--- config.mk ---
export PLATFORM = sky130hd
export DESIGN_NAME = tx_symbol_source
export DESIGN_NICKNAME = d
export VERILOG_FILES = /design/src/rtl/tx_symbol_source.sv
export SDC_FILE = /design/constraint.sdc
export NUM_CORES = 1
export LEC_CHECK = 0
export ABC_AREA = 1
export CAP_MARGIN = 20
export CORE_MARGIN = 2
export CORE_UTILIZATION = 30
export CTS_CLUSTER_DIAMETER = 60
export DETAILED_ROUTE_END_ITERATION = 7
export PLACE_DENSITY_LB_ADDON = 0.25
export RECOVER_POWER = 50
export SLEW_MARGIN = 20
export SYNTH_ARGS = -nofsm -noshare
export SYNTH_HDL_FRONTEND = slang
export SYNTH_SLANG_ARGS = --single-unit
--- constraint.sdc ---
create_clock -name clk -period 2.1 [get_ports clk]
set_input_delay 0.315 -clock clk [delete_from_list [all_inputs] [get_ports clk]]
set_output_delay 0.315 -clock clk [all_outputs]
set_load 0.02 [all_outputs]
--- src/rtl/tx_symbol_source.sv ---
// Test-symbol source for the TX pulse shaper: PRBS / impulse / constant dibits, Gray-mapped to 1s17, upsampled by UPS.
// Outputs registered one cycle after the phase-0 edge; enable low freezes everything, no backpressure otherwise.
module tx_symbol_source #(
  parameter int UPS  = 4,
  parameter int HOLD = 0
) (
  input  logic               clk,
  input  logic               reset,
  input  logic               enable,
  input  logic [1:0]         mode,
  input  logic [1:0]         const_sel,
  input  logic               seed_load,
  input  logic [14:0]        seed,
  output logic signed [17:0] sym_out,
  output logic               sym_strobe,
  output logic [1:0]         bits_out,
  output logic [15:0]        sym_count
);

  typedef enum logic [1:0] {
    ST_PRBS    = 2'd0,
    ST_IMPULSE = 2'd1,
    ST_CONST   = 2'd2
  } state_t;

  localparam logic [3:0] PHASE_LAST = 4'(UPS - 1);

  state_t             state_q, state_d;
  logic [14:0]        lfsr_q, lfsr_d;
  logic [3:0]         phase_q, phase_d;
  logic               armed_q, armed_d;
  logic signed [17:0] sym_out_q, sym_out_d;
  logic signed [17:0] last_q, last_d;
  logic               strobe_q, strobe_d;
  logic [1:0]         bits_q, bits_d;
  logic [15:0]        count_q, count_d;

  logic [14:0]        lfsr_src;
  logic [14:0]        lfsr_s1;
  logic [14:0]        lfsr_s2;
  logic [1:0]         prbs_bits;
  logic [1:0]         sym_bits;
  logic signed [17:0] sym_level;
  state_t             mode_state;

  function automatic logic signed [17:0] map_level(input logic [1:0] b);
    logic signed [17:0] v;
    case (b)
      2'b00:   v = 18'sh20000;  // -131072
      2'b01:   v = 18'sh35556;  // -43690
      2'b11:   v = 18'sh0AAAA;  // +43690
      default: v = 18'sh1FFFF;  // +131071
    endcase
    return v;
  endfunction

  function automatic state_t decode_mode(input logic [1:0] m);
    state_t s;
    case (m)
      2'b01:   s = ST_IMPULSE;
      2'b10:   s = ST_CONST;
      default: s = ST_PRBS;
    endcase
    return s;
  endfunction

  // A seed load replaces the shift source, so a load on a phase-0 cycle feeds that symbol's two shifts.
  always_comb begin
    lfsr_src  = seed_load ? ((seed == 15'd0) ? 15'h0001 : seed) : lfsr_q;
    lfsr_s1   = {lfsr_src[13:0], lfsr_src[14] ^ lfsr_src[13]};
    lfsr_s2   = {lfsr_s1[13:0], lfsr_s1[14] ^ lfsr_s1[13]};
    prbs_bits = {lfsr_s1[0], lfsr_s2[0]};
  end

  always_comb begin
    mode_state = decode_mode(mode);
    sym_bits   = 2'b00;
    sym_level  = '0;
    lfsr_d     = lfsr_src;
    phase_d    = phase_q;
    state_d    = state_q;
    armed_d    = armed_q;
    sym_out_d  = sym_out_q;
    last_d     = last_q;
    strobe_d   = 1'b0;
    bits_d     = bits_q;
    count_d    = count_q;

    if (enable) begin
      phase_d = (phase_q == PHASE_LAST) ? 4'd0 : phase_q + 4'd1;
      if (phase_q == 4'd0) begin
        state_d = mode_state;
        case (mode_state)
          ST_IMPULSE: begin
            armed_d = 1'b0;
            if (armed_q) begin
              sym_bits  = 2'b10;
              sym_level = map_level(2'b10);
            end
          end
          ST_CONST: begin
            armed_d   = 1'b1;
            sym_bits  = const_sel;
            sym_level = map_level(const_sel);
          end
          default: begin
            armed_d   = 1'b1;
            lfsr_d    = lfsr_s2;
            sym_bits  = prbs_bits;
            sym_level = map_level(prbs_bits);
          end
        endcase
        sym_out_d = sym_level;
        last_d    = sym_level;
        bits_d    = sym_bits;
        strobe_d  = 1'b1;
        count_d   = count_q + 16'd1;
      end else begin
        sym_out_d = (HOLD != 0) ? last_q : 18'sd0;
      end
    end
  end

  always_ff @(posedge clk) begin
    if (reset) begin
      state_q   <= ST_PRBS;
      lfsr_q    <= 15'h0001;
      phase_q   <= 4'd0;
      armed_q   <= 1'b1;
      sym_out_q <= '0;
      last_q    <= '0;
      strobe_q  <= 1'b0;
      bits_q    <= 2'b00;
      count_q   <= 16'd0;
    end else begin
      state_q   <= state_d;
      lfsr_q    <= lfsr_d;
      phase_q   <= phase_d;
      armed_q   <= armed_d;
      sym_out_q <= sym_out_d;
      last_q    <= last_d;
      strobe_q  <= strobe_d;
      bits_q    <= bits_d;
      count_q   <= count_d;
    end
  end

  assign sym_out    = sym_out_q;
  assign sym_strobe = strobe_q;
  assign bits_out   = bits_q;
  assign sym_count  = count_q;

endmodule

## Word-level counts from Yosys, hierarchy flattened

Index checks and enable logic that the tools add are counted.
Widths: inputs -> output; s select.

| storage, ports and cells | value |
|---|---|
| bits in read-only memories | 0 |
| logic and storage cells | 44 |
| flip-flop bits (word level) | 57 |
| latch bits | 0 |
| RAM bits | 0 |
| memories kept | 0 |

| operators by class | value |
|---|---|
| divide/modulo/power cells | 0 |
| shift-type cells | 0 |
| multiply operators | 0 |
| reductions and logical operators | 7 |
| muxes and demuxes | 16 |
| $add $sub $neg | 2 |
| bitwise operators | 3 |
| $lt $le $gt $ge | 0 |
| equality and inequality tests | 9 |

Operators by type and width:

| kind | number |
|---|---|
| $pmux 18 s3 | 2 |
| $mux 15 | 5 |
| $pmux 18 s2 | 1 |
| $mux 18 | 1 |
| $mux 17 | 1 |
| $add 16x1->16 const B | 1 |
| $logic_not 15->1 | 1 |
| $eq 2x1->1 const B | 4 |
| $eq 2x2->1 const B | 4 |
| $pmux 2 s2 | 2 |
| $add 4x1->4 const B | 1 |
| $eq 4x2->1 const B | 1 |
| $logic_not 2->1 | 2 |
| $logic_not 4->1 | 1 |
| $mux 4 | 1 |
| $reduce_or 2->1 | 2 |
| $mux 1 | 2 |
| $mux 2 | 1 |
| $reduce_and 2->1 | 1 |
| $xor 1x1->1 | 2 |
| $not 1->1 | 1 |

## Logic depth before layout (Yosys ltp)

| logic depth | value |
|---|---|
| depth in word-level cells | 8 |
| gate-level depth with buffers | 12 |
| mapped depth without buffers | 11 |

## Worst setup path before layout

No wires, ideal clock.

| timing path | value |
|---|---|
| kind | in2reg |
| from | in seed_load |
| to | reg sym_out_q[16] (netlist: sym_out[16]) |
| stages on the path | 9 |
| arrival time | 1,460 ps |
| required time | 1,968 ps |
| path buffers | 1 |
| slack | 508 ps |
| cell sequence | buf_6 > or2_1 > nand2_1 > nand2_1 > and2_2 > inv_1 > ha_1 > o211ai_1 > a21oi_1 |

| on the way | value |
|---|---|
| longest elaborated chain between the ends | 6 |
| elaborated cells between the ends (all ways) | 9 |
| classes of those cells | 2 x eq/ne; 4 x mux; 2 x bitwise; 1 x reduce/logical |

RTL lines:

| what | RTL line | source |
|---|---|---|
| start: declaration | 12 | `input logic seed_load,` |
| $mux 15 * | 69 | `lfsr_src = seed_load ? ((seed == 15'd0) ? 15'h0001 : seed) : lfsr_q;` |
| $xor 1x1->1, on equally long branches | 71, 70 |  |
| $eq 2x2->1, or another cell as far along | 48 | `case (b)` |
| $pmux 18 s3 * | 48 |  |
| $pmux 18 s2 * | 93 | `case (mode_state)` |
| $mux 18 * | 91 | `if (phase_q == 4'd0) begin` |
| end signal: assignment | 140 | `sym_out_q <= sym_out_d;` |
| end: declaration | 32 | `logic signed [17:0] sym_out_q, sym_out_d;` |

Mark *: on every way between the ends. The rest lies on a longest branch, timed or not.
A chain may end at the register's enable or synchronous reset.

## Worst setup path after layout

Same ends and word-level chain as after synthesis.

==> flow_results.xml <==
<?xml version="1.0" encoding="UTF-8"?>
<metrics>
  <group name="power">
    <metric name="power_share_of_the_clock_group" unit="%">32.5</metric>
    <metric name="sequentialPowerShare" unit="%">46.7</metric>
    <metric name="internal-power" unit="mW">1.42</metric>
    <metric name="power.leakage" unit="nW">1.31</metric>
    <metric name="p_comb_share" unit="%">20.8</metric>
    <metric name="netSwitchingPower" unit="mW">0.533</metric>
    <metric name="max-vdd-ir-drop" unit="V">0.000399</metric>
    <metric name="switching_share" unit="%">27.3</metric>
    <metric name="power.density" unit="nW/µm²">614</metric>
    <metric name="total_power" unit="mW">1.95</metric>
  </group>
  <group name="timing">
    <metric name="timing.clock.skew" unit="ps">5.70</metric>
    <metric name="fin_hold_ws" unit="ps">485</metric>
    <metric name="final.min_clock_period" unit="ps">1840</metric>
    <metric name="finalSetupTns" unit="ps">0</metric>
    <metric name="layout_worst_path_cycle_share" unit="%">87.5</metric>
    <metric name="setup-violations-final" unit="">0</metric>
    <metric name="worst-slew-pin-transition" unit="ps">552</metric>
    <metric name="final_hold_viol_count" unit="">0</metric>
    <metric name="clock.fmax" unit="MHz">544</metric>
    <metric name="finalMaxSlewViolations" unit="">0</metric>
    <metric name="grt_setup_unrepaired" unit="">no</metric>
    <metric name="max_slew_margin" unit="%">63.2</metric>
  </group>
  <group name="die">
    <metric name="design.portCount" unit="">60</metric>
    <metric name="start_util" unit="%">30.4</metric>
    <metric name="fp.coreArea" unit="µm²">8090</metric>
    <metric name="die_area" unit="µm²">8940</metric>
    <metric name="die_x" unit="µm">94.6</metric>
    <metric name="die_h" unit="µm">94.6</metric>
    <metric name="floorplan.rows" unit="">33</metric>
  </group>
  <group name="logic_synthesis">
    <metric name="synth_flop_cell" unit="">dfxtp_1</metric>
    <metric name="synth_area_leader_cell" unit="">dfxtp_1</metric>
    <metric name="part_of_the_yosys_area_used_for_sequential_elements" unit="%">35.8</metric>
    <metric name="postSynthAreaPerCell" unit="µm²">6.89</metric>
    <metric name="synth-warning-count" unit="">0</metric>
    <metric name="synth.net_count" unit="">391</metric>
    <metric name="synth-edff-count" unit="">0</metric>
    <metric name="synth.ff_latch_count" unit="">44</metric>
    <metric name="mappedNetlistArea" unit="µm²">2460</metric>
    <metric name="ys_types" unit="">32</metric>
    <metric name="yosys-top-cells-area" unit="">dfxtp_1, nand2_1, o21ai_0</metric>
    <metric name="synth_top_cell_area_share" unit="%">35.8</metric>
    <metric name="synthArstFlopShare" unit="%">0</metric>
    <metric name="post_synth_inst_count" unit="">357</metric>
  </group>
  <group name="global_route">
    <metric name="grt_max_degree" unit="">30</metric>
    <metric name="initial_antenna_violation_count" unit="">0</metric>
    <metric name="global_route.usage.total" unit="%">13.2</metric>
    <metric name="grt_pass1_wl" unit="µm">9580</metric>
    <metric name="grt_pass1_vias" unit="">2150</metric>
    <metric name="grt-ovfl-total" unit="">0</metric>
  </group>
  <group name="routing">
    <metric name="detail-route-antenna-nets" unit="">0</metric>
    <metric name="finalWirelength" unit="µm">5740</metric>
    <metric name="wl_per_cell" unit="µm">11.1</metric>
    <metric name="drt_pre_antenna_iters" unit="">4</metric>
    <metric name="routed_via_density" unit="">4.55</metric>
    <metric name="drt-initial-drc-count" unit="">86</metric>
    <metric name="drc_markers" unit="">0</metric>
    <metric name="routed-via-count" unit="">2350</metric>
  </group>
  <group name="final_layout">
    <metric name="synthToLayoutAreaGrowth" unit="%">29.0</metric>
    <metric name="layout-drive-gt1-share" unit="%">6.33</metric>
    <metric name="final-seq-area" unit="µm²">881</metric>
    <metric name="n_fill_cell" unit="">894</metric>
    <metric name="antenna_cells_inserted" unit="">0</metric>
    <metric name="multi_input_comb_area" unit="µm²">1250</metric>
    <metric name="share_of_the_core_filled_with_cells_in_the_final_layout" unit="%">39.2</metric>
    <metric name="total_number_of_nets_in_the_final_design" unit="">444</metric>
  </group>
  <group name="setup_path">
    <metric name="cp-end-kind" unit="">register</metric>
    <metric name="r2r-end" unit="">lfsr_q[12]$_SDFF_PP0_</metric>
    <metric name="r2r_start" unit="">phase_q[1]$_SDFFE_PP0P_</metric>
    <metric name="crit_fanout" unit="">7</metric>
    <metric name="worst_r2r_path_depth" unit="">9</metric>
    <metric name="critPathLaunch" unit="">seed_load</metric>
    <metric name="path_class" unit="">in2reg</metric>
    <metric name="reg2reg_slack" unit="ps">380</metric>
    <metric name="worst_setup_path_start_kind" unit="">input pin</metric>
    <metric name="crit_required" unit="ps">2280</metric>
    <metric name="worst_setup_path_endpoint" unit="">sym_out[16]$_SDFFE_PP0P_</metric>
    <metric name="worstPathArrival" unit="ps">2020</metric>
  </group>
  <group name="clocking">
    <metric name="postCtsHoldBufs" unit="">0</metric>
    <metric name="htree_num_levels" unit="">2</metric>
    <metric name="cts_sinks" unit="">44</metric>
    <metric name="clk_path_buf_depth" unit="">2</metric>
    <metric name="tritoncts" unit="">built</metric>
    <metric name="postCtsSetupRepairBufs" unit="">0</metric>
    <metric name="clk_root_buffer_cell" unit="">clkbuf_8</metric>
    <metric name="post_cts_resize_count" unit="">0</metric>
    <metric name="cts_inserted_buffers" unit="">5</metric>
    <metric name="cts.clk_slew.worst_paths" unit="ps">80</metric>
    <metric name="clock_latency" unit="ps">290</metric>
  </group>
  <group name="place">
    <metric name="place_hpwl" unit="µm">4380</metric>
    <metric name="gpl.final_weighted_congestion" unit="">0.797</metric>
    <metric name="place.port_buffers" unit="">59</metric>
  </group>
  <group name="run">
    <metric name="max_cap_viol_count" unit="">0</metric>
  </group>
  <group name="status">
    <metric name="outcome" unit="">completed</metric>
  </group>
  <group name="hold_path">
    <metric name="min-delay-path-class" unit="">reg2reg</metric>
  </group>
</metrics>
## synth_stat cells, types with 2 or more instances
cell type  number
nand2_1        93
dfxtp_1        44
nor2_1         40
inv_1          34
o21ai_0        32
a21oi_1        28
buf_4          15
ha_1           11
nand3_1        10
a31oi_1         8
buf_2           6
nand4_1         4
nor2_2          4
clkbuf_1        3
xor2_1          3
inv_2           2
mux2i_1         2
nor2_4          2
o21ai_1         2
o21bai_1        2
## logic make-up after synthesis
group / synth area share [%]
fa+ha+maj: 5.59
simple gates: 28.6
compound gates: 16.0
xor+xnor: 1.07
flops: 35.8
buf+inv: 12.2
mux: 0.813
## worst max-delay path, stage by stage
cell	delay [ps]
clkdlybuf4s50_1	590
inv_2	70
nand2_1	60
nand2_1	100
inv_1	80
nand2_1	60
and2_2	180
inv_1	70
ha_1	230
o211ai_1	170
a21oi_1	80
## area by class of cell
cell class | instances | share of cell area (%)
Clock buffer | 6 | 2.29
Clock inverter | 2 | 1.10
Inverter | 36 | 4.26
Multi-Input combinational cell | 252 | 39.4
Sequential cell | 44 | 27.7
Tap cell | 105 | 4.14
Timing Repair Buffer | 71 | 21.1
## power by group through the flow
stage | combinational (mW) | clock, mW | sequential (mW)
final | 0.406 | 0.633 | 0.910
after global routing | 0.455 | 0.696 | 0.918
after CTS | 0.425 | 0.661 | 0.912
after detailed placement | 0.423 | 0 | 0.931
after global placement | 0.420 | 0 | 0.930
after floorplan | 0.250 | 0 | 0.944
## cell usage in the layout, fill, tap and decap left out
cell | synthesis | routed
a21oi_1 | 28 | 28
a31oi_1 | 8 | 8
and2_2 | 1 | 1
buf_4 | 15 | 9
bufinv_16 | 0 | 1
clkbuf_1 | 3 | 3
clkbuf_2 | 0 | 1
clkbuf_8 | 0 | 5
clkdlybuf4s50_1 | 0 | 47
clkinv_2 | 0 | 1
dfxtp_1 | 44 | 44
dlygate4sd3_1 | 0 | 12
ha_1 | 11 | 11
inv_1 | 34 | 35
inv_2 | 2 | 1
mux2i_1 | 2 | 2
nand2_1 | 93 | 94
nand2_4 | 1 | 1
nand3_1 | 10 | 10
nand4_1 | 4 | 5
nor2_1 | 40 | 41
nor2_2 | 4 | 4
nor2_4 | 2 | 1
nor3_1 | 1 | 2
nor3b_1 | 1 | 1
o211a_1 | 1 | 1
o211ai_1 | 1 | 1
o21ai_0 | 32 | 32
o21ai_1 | 2 | 2
o21bai_1 | 2 | 2
or2_1 | 1 | 1
or2_2 | 1 | 1
xor2_1 | 3 | 3
## metal layers
layer	GRT usage, %	vias up	share of wire (%)
li1	-	1241	-
met1	18.4	1069	51
met2	21.2	38	46
met3	2.55	2	3.0
met4	3.26	0	0.28
met5	0	-	0
## flip-flops by register name (all words and copies together) (netlist names)
signal	count
armed_q	1
bits_out	2
lfsr_q	15
phase_q	4
sym_count	16
sym_out	5
sym_strobe	1
## metrics by stage
step	setup WS [ps]	area, µm²	instances
3_5_place_dp	-49.4	3110	508
2_1_floorplan	508	2460	357
5_1_grt	80.9	3180	516
4_1_cts	260	3220	516
3_3_place_gp	26.7	3110	508
6_report	263	3180	516
## worst min path at each step
stage | slack (ps) | to | startpoint | depth (start not counted)
3_5_place_dp | 480 | sym_out[17]$_SDFFE_PP0P_ | sym_out[17]$_SDFFE_PP0P_ | 2
6_report | 490 | sym_out[17]$_SDFFE_PP0P_ | sym_out[17]$_SDFFE_PP0P_ | 2
4_1_cts | 490 | sym_out[17]$_SDFFE_PP0P_ | sym_out[17]$_SDFFE_PP0P_ | 2
5_1_grt | 510 | sym_out[17]$_SDFFE_PP0P_ | sym_out[17]$_SDFFE_PP0P_ | 2
3_3_place_gp | 470 | lfsr_q[3]$_SDFF_PP0_ | lfsr_q[1]$_SDFF_PP0_ | 2
2_1_floorplan | 460 | lfsr_q[12]$_SDFF_PP0_ | lfsr_q[10]$_SDFF_PP0_ | 2
No activity file was read; power rests on OpenSTA's default activity.
